--- config.mk ---
export PLATFORM = sky130hd
export DESIGN_NAME = word_serializer
export DESIGN_NICKNAME = d
export VERILOG_FILES = /design/src/rtl/word_serializer.sv
export SDC_FILE = /design/constraint.sdc
export NUM_CORES = 1
export LEC_CHECK = 0
export ABC_AREA = 1
export CAP_MARGIN = 15
export CORE_ASPECT_RATIO = 1.75
export CORE_UTILIZATION = 56
export CTS_CLUSTER_DIAMETER = 200
export CTS_CLUSTER_SIZE = 25
export DETAILED_ROUTE_END_ITERATION = 10
export HOLD_SLACK_MARGIN = 0.1
export PLACE_DENSITY = 0.9
export REMOVE_ABC_BUFFERS = 1
export SYNTH_ARGS = -nofsm -noshare
export SYNTH_HDL_FRONTEND = slang
export SYNTH_SLANG_ARGS = --single-unit
--- constraint.sdc ---
create_clock -name clk -period 3.4 [get_ports clk]
set_input_delay 0.68 -clock clk [delete_from_list [all_inputs] [get_ports clk]]
set_output_delay 0.68 -clock clk [all_outputs]
set_load 0.05 [all_outputs]
--- src/rtl/word_serializer.sv ---
// Parallel-to-serial converter with per-word shift order and downstream
// back-pressure; emits a one-cycle done pulse after the last bit is accepted.
module word_serializer #(
    parameter int WIDTH = 16
) (
    input  logic             clk,
    input  logic             reset,
    input  logic             load,
    input  logic [WIDTH-1:0] data_in,
    input  logic             msb_first,
    input  logic             ser_ready,
    output logic             ser_out,
    output logic             ser_valid,
    output logic             busy,
    output logic             done
);
    localparam int CW = (WIDTH > 1) ? $clog2(WIDTH) : 1;
    localparam logic [CW-1:0] LAST_IDX = CW'(WIDTH - 1);

    typedef enum logic [1:0] {
        IDLE  = 2'd0,
        SHIFT = 2'd1,
        DONE  = 2'd2
    } state_t;

    state_t           state_q, state_d;
    logic [WIDTH-1:0] sreg_q, sreg_d;
    logic [CW-1:0]    cnt_q, cnt_d;
    logic             mode_q, mode_d;
    logic             ser_out_q, ser_out_d;
    logic             ser_valid_q, ser_valid_d;
    logic             busy_q, busy_d;
    logic             done_q, done_d;

    // NOTE: every always_comb output gets a default first, so no path can infer a latch.
    always_comb begin
        state_d     = state_q;
        sreg_d      = sreg_q;
        cnt_d       = cnt_q;
        mode_d      = mode_q;
        ser_out_d   = 1'b0;
        ser_valid_d = 1'b0;
        busy_d      = 1'b0;
        done_d      = 1'b0;

        case (state_q)
            IDLE: begin
                if (load) begin
                    sreg_d  = data_in;
                    mode_d  = msb_first;
                    cnt_d   = '0;
                    state_d = SHIFT;
                end
            end
            SHIFT: begin
                if (ser_ready) begin
                    sreg_d = mode_q ? (sreg_q << 1) : (sreg_q >> 1);
                    // Counter saturates on the last bit instead of wrapping.
                    if (cnt_q == LAST_IDX) begin
                        state_d = DONE;
                    end else begin
                        cnt_d = cnt_q + CW'(1);
                    end
                end
            end
            DONE: begin
                state_d = IDLE;
            end
            default: begin
                state_d = IDLE;
            end
        endcase

        // Outputs are decoded from the next state so they can be registered.
        case (state_d)
            SHIFT: begin
                ser_valid_d = 1'b1;
                busy_d      = 1'b1;
                ser_out_d   = mode_d ? sreg_d[WIDTH-1] : sreg_d[0];
            end
            DONE: begin
                busy_d = 1'b1;
                done_d = 1'b1;
            end
            default: begin
                ser_valid_d = 1'b0;
            end
        endcase
    end

    // NOTE: sequential state uses non-blocking assignments only, so all flops update together.
    always_ff @(posedge clk) begin
        if (reset) begin
            state_q     <= IDLE;
            sreg_q      <= '0;
            cnt_q       <= '0;
            mode_q      <= 1'b0;
            ser_out_q   <= 1'b0;
            ser_valid_q <= 1'b0;
            busy_q      <= 1'b0;
            done_q      <= 1'b0;
        end else begin
            state_q     <= state_d;
            sreg_q      <= sreg_d;
            cnt_q       <= cnt_d;
            mode_q      <= mode_d;
            ser_out_q   <= ser_out_d;
            ser_valid_q <= ser_valid_d;
            busy_q      <= busy_d;
            done_q      <= done_d;
        end
    end

    assign ser_out   = ser_out_q;
    assign ser_valid = ser_valid_q;
    assign busy      = busy_q;
    assign done      = done_q;

endmodule

### After elaboration in Yosys (flattened, before gate mapping)

Cells that the tools add are included.
W data, S select, Z words.

| operators by class | value |
|---|---|
| muxes and demuxes | 18 |
| equal/unequal tests | 7 |
| bitwise logic cells | 1 |
| $lt $le $gt $ge | 0 |
| reduce and logical (&&, ||, !) cells | 6 |
| shift-type cells | 0 |
| div/mod/pow operators | 0 |
| $add $sub $neg | 1 |
| $mul | 0 |

Operator list:

| kind | number |
|---|---|
| $mux W16 | 3 |
| $pmux W16 S2 | 1 |
| $mux W4 | 3 |
| $pmux W4 S2 | 1 |
| $mux W1 | 6 |
| $mux W2 | 3 |
| $ne A2 B2 Y1 const B | 3 |
| $add A4 B1 Y4 const B | 1 |
| $eq A2 B1 Y1 const B | 2 |
| $eq A4 B4 Y1 const B | 1 |
| $pmux W2 S2 | 1 |
| $reduce_and A4 Y1 | 1 |
| $reduce_or A2 Y1 | 2 |
| $reduce_and A3 Y1 | 1 |
| $eq A2 B2 Y1 const B | 1 |
| $logic_not A2 Y1 | 1 |
| $reduce_bool A2 Y1 | 1 |
| $not A1 Y1 | 1 |

| storage, ports and cells | value |
|---|---|
| logic and storage cells | 42 |
| memory bits (read-only) | 0 |
| input bits | 21 |
| output and inout bits | 4 |
| memories | 0 |
| bits in writable memories | 0 |
| register bits after elaboration | 27 |
| latch bits | 0 |

### Longest topological paths before layout

Gate-level depths: netlist of the first run.

| logic depth | value |
|---|---|
| depth after elaboration | 7 |
| mapped depth | 11 |
| gate-level depth less buffers | 11 |

### Worst setup path before layout of the first run

No wires, ideal clock.

| timing path | value |
|---|---|
| kind | input to register |
| start point | input port reset |
| end point | register sreg_q[10] |
| arrival time | 1.348 ns |
| slack | 1.995 ns |
| cell stages on the path | 5 |
| cell sequence | buf_2 > inv_1 > buf_1 > nand2_1 > inv_1 |

RTL lines:

| element | RTL line | RTL |
|---|---|---|
| from (decl) | 7 | `input logic reset,` |
| to (signal assigned) | 104 | `sreg_q <= sreg_d;` |
| to (decl) | 27 | `logic [WIDTH-1:0] sreg_q, sreg_d;` |

No word-level cell between the ends.

### Worst setup path after layout of the first run

| timing path | value |
|---|---|
| start point | register ser_valid_q, in the netlist ser_valid |
| end point | output port ser_valid |

RTL lines:

| element | RTL line | RTL |
|---|---|---|
| from (decl) | 31 | `logic ser_valid_q, ser_valid_d;` |
| from (signal assigned) | 108 | `ser_valid_q <= ser_valid_d;` |
| to (decl) | 13 | `output logic ser_valid,` |

No word-level cell between the ends.

==> key figures, run 1 <==
Status
  • Outcome: finished, final reports clean

Setup path
  • Worst setup startpoint: ser_valid
  • Worst path arrival time: 1.40 ns
  • Setup crit start kind: flop
  • CP required: 2.72 ns
  • Cell breakdown of the critical path: clkdlybuf4s50_1
  • Crit path capture type: output port
  • Critical R2R Launch: mode_q
  • Reg2Reg Depth: 7
  • Worst R2R Setup Slack: 1.80 ns
  • Crit path depth: 1
  • CP max stage cell: clkdlybuf4s50_1
  • CP Buf/Inv Count: 1
  • Cell family with the largest share of critical-path delay: buffers and inverters
  • WS Path Type: reg -> out
  • CP max stage delay: 0.79 ns
  • Critical path fanouts, max: 1

Place
  • Port Buffers: 24
  • Placed cell areas: 1680 um2
  • GP Congestion: 0.799
  • Dpl hpwl: 2140 um

Floorplanning
  • Full die area: 2830 um2
  • Die span in y: 69.6 um
  • Core area: 2490 um2
  • Row count: 24
  • Ports: 25
  • Die width: 40.6 um
  • Starting Density: 58.6%

Cells and area
  • Most common cell after layout, fill and taps aside: nand2_1
  • Synth-to-Final Area Change: 18.3%
  • Fin util: 69.4%
  • Multi-input gate area: 693 um2
  • Finished Cell Area: 1730 um2
  • FILL cells: 227
  • Register area: 541 um2
  • Layout cells sized above 1: 5.65%
  • Final #Nets: 273
  • Most frequent cells in the layout: nand2_1, inv_1, dfxtp_1, clkdlybuf4s50_1
  • Ant. Diodes: 0

Clock tree
  • # clock sinks: 27
  • Setup repair bufs after CTS: 0
  • CTS buffer count: 3
  • Clock Tree Root: clkbuf_8
  • # hold bufs at CTS: 0
  • CTS tree: built
  • Htree depth: 1
  • Clock latency on the worst-skew pair: 0.28 ns
  • Post-CTS Resized: 0
  • Clk buf depth: 2
  • Clock transition at path regs: 0.09 ns

Logic synthesis
  • Asr flop ratio synth: 0%
  • Synth warn: 0
  • Gate count of the mapped netlist: 228
  • Cell area after synthesis: 1460 um2
  • Sequential area share after synthesis: 37.0%
  • Ys flop type: dfxtp_1
  • Count of cell types in the netlist: 23
  • EDFF count, synth: 0
  • Synth Register Bits: 27
  • Syn avg cell area: 6.41 um2

STA
  • Max-slew headroom: 48.1%
  • FMAX: 0.481 GHz
  • Slew @ Worst Pin: 0.777 ns
  • Min Tclk post-route: 2.08 ns
  • Final setup viols: 0
  • Final hold violations: 0
  • Slew Limit Fails: 0
  • Worst hold slack: 0.483 ns
  • Final period util: 61.2%
  • RSZ-0062 raised after global routing: no
  • Clk_skew: 0.00433 ns
  • Setup_tns: 0 ns

Global routing
  • GRT Util Overall: 24.2%
  • Global-route wire length before repair: 4890 um
  • Vias in the first global route: 1309
  • Initial antenna violation count: 0
  • Largest net degree at the start of global routing: 29
  • Grt ovf: 0

Route
  • DR vias: 1386
  • DR pass1 iterations: 4
  • Antenna Nets Post-Route: 0
  • Iter 0 DRT Violations: 23
  • DR vias/cell: 5.06
  • DRC viols: 0
  • WL final: 2840 um
  • Routed len/inst: 10.4 um

Worst hold path
  • Hold Path Stages: 2
  • Worst min path class: reg -> reg
  • Hold wc startpoint: cnt_q[2]

Pwr
  • Pwr Total: 671 uW
  • Pwr dens: 388 nW/um2
  • Max rail drop VDD: 324 uV
  • Leak pwr: 0.000802 uW

Flow run
  • Total of max-cap violations: 0
## flip-flops by register name (all words and copies together), names as in the netlist
| signal | count |
|---|---|
| sreg_q | 16 |
| cnt_q | 4 |
| state_q | 2 |
| busy | 1 |
| done | 1 |
| mode_q | 1 |
| ser_out | 1 |
| ser_valid | 1 |
## per-stage QoR
stage | setup slack, ns | instances
after global placement | 1.37 | 270
after floorplan | 2.04 | 220
after detailed placement | 1.33 | 270
final | 1.32 | 274
after global routing | 1.28 | 274
after CTS | 1.31 | 274
## final cells by class
cell class | instances | share of cell area [%]
Clock buffer | 3 | 2.39
Clock inverter | 1 | 0.434
Inverter | 46 | 10.1
Multi-Input combinational cell | 147 | 40.1
Sequential cell | 27 | 31.3
Tap cell | 26 | 1.88
Timing Repair Buffer | 24 | 13.9
## layer usage
layer  track usage (%)  part of all wire (%)  vias to the layer above
li1                  -                     -                      738
met1              24.5                    40                      612
met2              42.7                    55                       31
met3              3.85                   3.3                        5
met4              11.9                   2.1                        0
met5                 0                     0                        -
## report_power, final
part	switching, uW	internal [uW]
logic	76.1	56.0
registers	16.5	335
clock network	104	83.4
total	197	475
## cell families after synthesis
group	after synthesis	share of synthesized area (%)
AO/OA/AOI/OAI	33	13.5
adder cells (fa/ha/maj)	3	2.57
buffers and inverters	54	15.6
flip-flops	27	37.0
AND/OR/NAND/NOR	111	31.3
## Yosys cell counts (2+ instances only)
library cell | n | area share (%)
o21ai_0 | 16 | 5.5
nand2_4 | 2 | 1.5
inv_1 | 41 | 11
a21oi_1 | 3 | 1.0
buf_6 | 2 | 1.5
ha_1 | 3 | 2.6
nand2_1 | 81 | 21
o211ai_1 | 12 | 6.2
buf_2 | 4 | 1.4
nand3_1 | 7 | 2.4
dfxtp_1 | 27 | 37
inv_2 | 4 | 1.0
nor2_1 | 16 | 4.1
## worst paths after layout
path,endpoint
max,ser_valid
min reg2reg,cnt_q[2]
max reg2reg,ser_out
min,cnt_q[2]
No activity file was read; power rests on OpenSTA's default activity.
==> run 2: changes to the inputs <==
CORE_UTILIZATION = 47   (was 56)
PLACE_DENSITY = 0.81   (was 0.9)
clock period = 1.85 ns   (was 3.4 ns; I/O delays follow)
==> key figures, run 2 (same netlist as run 1, synthesis figures left out) <==
Cells and area
  • Most flops, register: sreg_q
  • Finished Cell Area: 1760 um2 (+1.5%)
  • Layout cells sized above 1: 6.00% (+0.35 points)
  • Largest regs: sreg_q x16, cnt_q x4, state_q x2
  • Final #Nets: 275 (+0.73%)
  • Synth-to-Final Area Change: 20.1%
  • Ant. Diodes: 0 (unchanged)
  • FILL cells: 287 (+26%)
  • Register area: 541 um2 (unchanged)
  • Multi-input gate area: 693 um2 (unchanged)
  • Most frequent cells in the layout: nand2_1, inv_1, dfxtp_1, clkdlybuf4s50_1
  • Most common cell after layout, fill and taps aside: nand2_1
  • Largest register FFs: 16 (unchanged)

Floorplanning
  • Ports: 25 (unchanged)
  • Die span in y: 75.8 um (+8.9%)
  • Starting Density: 49.9% (-8.7 points)
  • Die width: 44.2 um (+8.7%)
  • Core area: 2930 um2 (+17%)
  • Row count: 26 (+8.3%)
  • Full die area: 3350 um2 (+18%)

Status
  • Outcome: finished, final reports clean

Route
  • Routed len/inst: 10.5 um (+0.82%)
  • DR vias/cell: 4.96 (-2.0%)
  • DR pass1 iterations: 6 (+2)
  • DRC viols: 0 (unchanged)
  • DR vias: 1378 (-0.58%)
  • WL final: 2910 um (+2.3%)
  • Antenna Nets Post-Route: 0 (unchanged)
  • Iter 0 DRT Violations: 32 (+39%)

Pwr
  • Leak pwr: 0.000816 uW (+1.8%)
  • Clock power frac: 26.8% (-1.1 points)
  • Gate power share: 20.9% (+1.2 points)
  • Pwr dens: 699 nW/um2 (+80%)
  • Switch share: 28.2% (-1.1 points)
  • Seq pwr share: 52.2% (-0.2 points)
  • Max rail drop VDD: 592 uV (+83%)
  • Pint: 881 uW (+86%)
  • Net switching power: 347 uW (+76%)

Clock tree
  • CTS tree: built
  • Clock transition at path regs: 0.09 ns (about the same)
  • Post-CTS Resized: 0 (unchanged)
  • Clock Tree Root: clkbuf_8
  • Clk buf depth: 2 (unchanged)
  • CTS buffer count: 3 (unchanged)
  • # clock sinks: 27 (unchanged)
  • # hold bufs at CTS: 0 (unchanged)
  • Clock latency on the worst-skew pair: 0.27 ns (about the same)
  • Setup repair bufs after CTS: 0 (unchanged)
  • Htree depth: 1 (unchanged)

Place
  • Dpl hpwl: 2140 um (-0.14%)
  • GP Congestion: 0.810 (+1.4%)
  • Port Buffers: 24 (unchanged)
  • Placed cell areas: 1710 um2 (+1.8%)

Worst hold path
  • Hold wc startpoint: cnt_q[2]
  • Worst min path class: reg -> reg

Setup path
  • Worst setup startpoint: ser_out
  • WS Path Type: reg -> out
  • CP max stage cell: clkdlybuf4s50_1
  • Crit path capture type: output port
  • CP max stage delay: 0.81 ns (+0.02 ns)
  • Worst path arrival time: 1.39 ns (about the same)
  • Setup crit start kind: flop
  • Cell family with the largest share of critical-path delay: buffers and inverters
  • Cell breakdown of the critical path: clkdlybuf4s50_1
  • Critical R2R Launch: cnt_q[0]
  • CP Buf/Inv Count: 1 (unchanged)
  • CP required: 1.48 ns (-1.24 ns)
  • Critical path fanouts, max: 1 (unchanged)

Flow run
  • Total of max-cap violations: 0 (unchanged)

Global routing
  • Grt ovf: 0 (unchanged)
  • Vias in the first global route: 1281 (-2.1%)
  • Global-route wire length before repair: 5150 um (+5.4%)
  • GRT Util Overall: 20.4% (-3.8 points)
  • Largest net degree at the start of global routing: 17 (-41%)
  • Initial antenna violation count: 0 (unchanged)

STA
  • Slew @ Worst Pin: 0.516 ns (-0.262 ns)
  • Setup_tns: 0 ns (unchanged)
  • Clk_skew: 0.00214 ns (-0.00219 ns)
  • RSZ-0062 raised after global routing: no
  • Final setup viols: 0 (unchanged)
  • Slew Limit Fails: 0 (unchanged)
  • Max-slew headroom: 65.5% (+17 points)
  • Final hold violations: 0 (unchanged)
  • FMAX: 0.567 GHz
  • Min Tclk post-route: 1.76 ns
  • Final period util: 95.3%
[run 2: power by group through the flow]
stage	clock [uW]	combinational, uW	sequential (uW)
3_5_place_dp	0	257	655
3_3_place_gp	0	255	654
6_report	329	257	641
2_1_floorplan	0	136	671
4_1_cts	340	259	641
5_1_grt	361	291	645
[run 2: final cells by class]
| cell class | count | area share (%) |
|---|---|---|
| Multi-Input combinational cell | 147 | 39.5 |
| Sequential cell | 27 | 30.8 |
| Timing Repair Buffer | 26 | 15.3 |
| Inverter | 46 | 9.91 |
| Clock buffer | 4 | 2.57 |
| Tap cell | 28 | 2.00 |
[run 2: layer usage]
metal  part of all wire [%]  track usage (%)  vias to the layer above  wire length (um)
met5                      0                0                        -                 0
met1                     43             23.1                      612              1260
met4                    2.2             10.1                        0                65
li1                       -                -                      736                 -
met3                    2.2             1.42                        5                65
met2                     52             37.4                       25              1510
[run 2: tightest hold or removal path: stages (launching register included)]
cell and delay [ns]:
dfxtp_1 0.32, inv_1 0.07, a21oi_1 0.06
[run 2: path summary, 6_finish.rpt]
check,cells after the start,slack (ns),to
setup / recovery,1,0.09,ser_out
hold / removal,2,0.48,cnt_q[2]
setup reg to reg,11,0.28,ser_out
hold reg to reg,2,0.48,cnt_q[2]
[run 2: per-stage QoR]
stage	total power [uW]	cells	hold WS [ns]	util (%)	setup slack, ns
final	1230	278	0.485	60.0	0.0869
after global routing	1300	278	0.520	60.0	0.0466
after CTS	1240	278	0.489	60.0	0.0787
after detailed placement	912	274	0.477	58.4	0.0963
after global placement	908	274	0.463	58.4	0.144
after floorplan	806	220	0.439	-	0.489
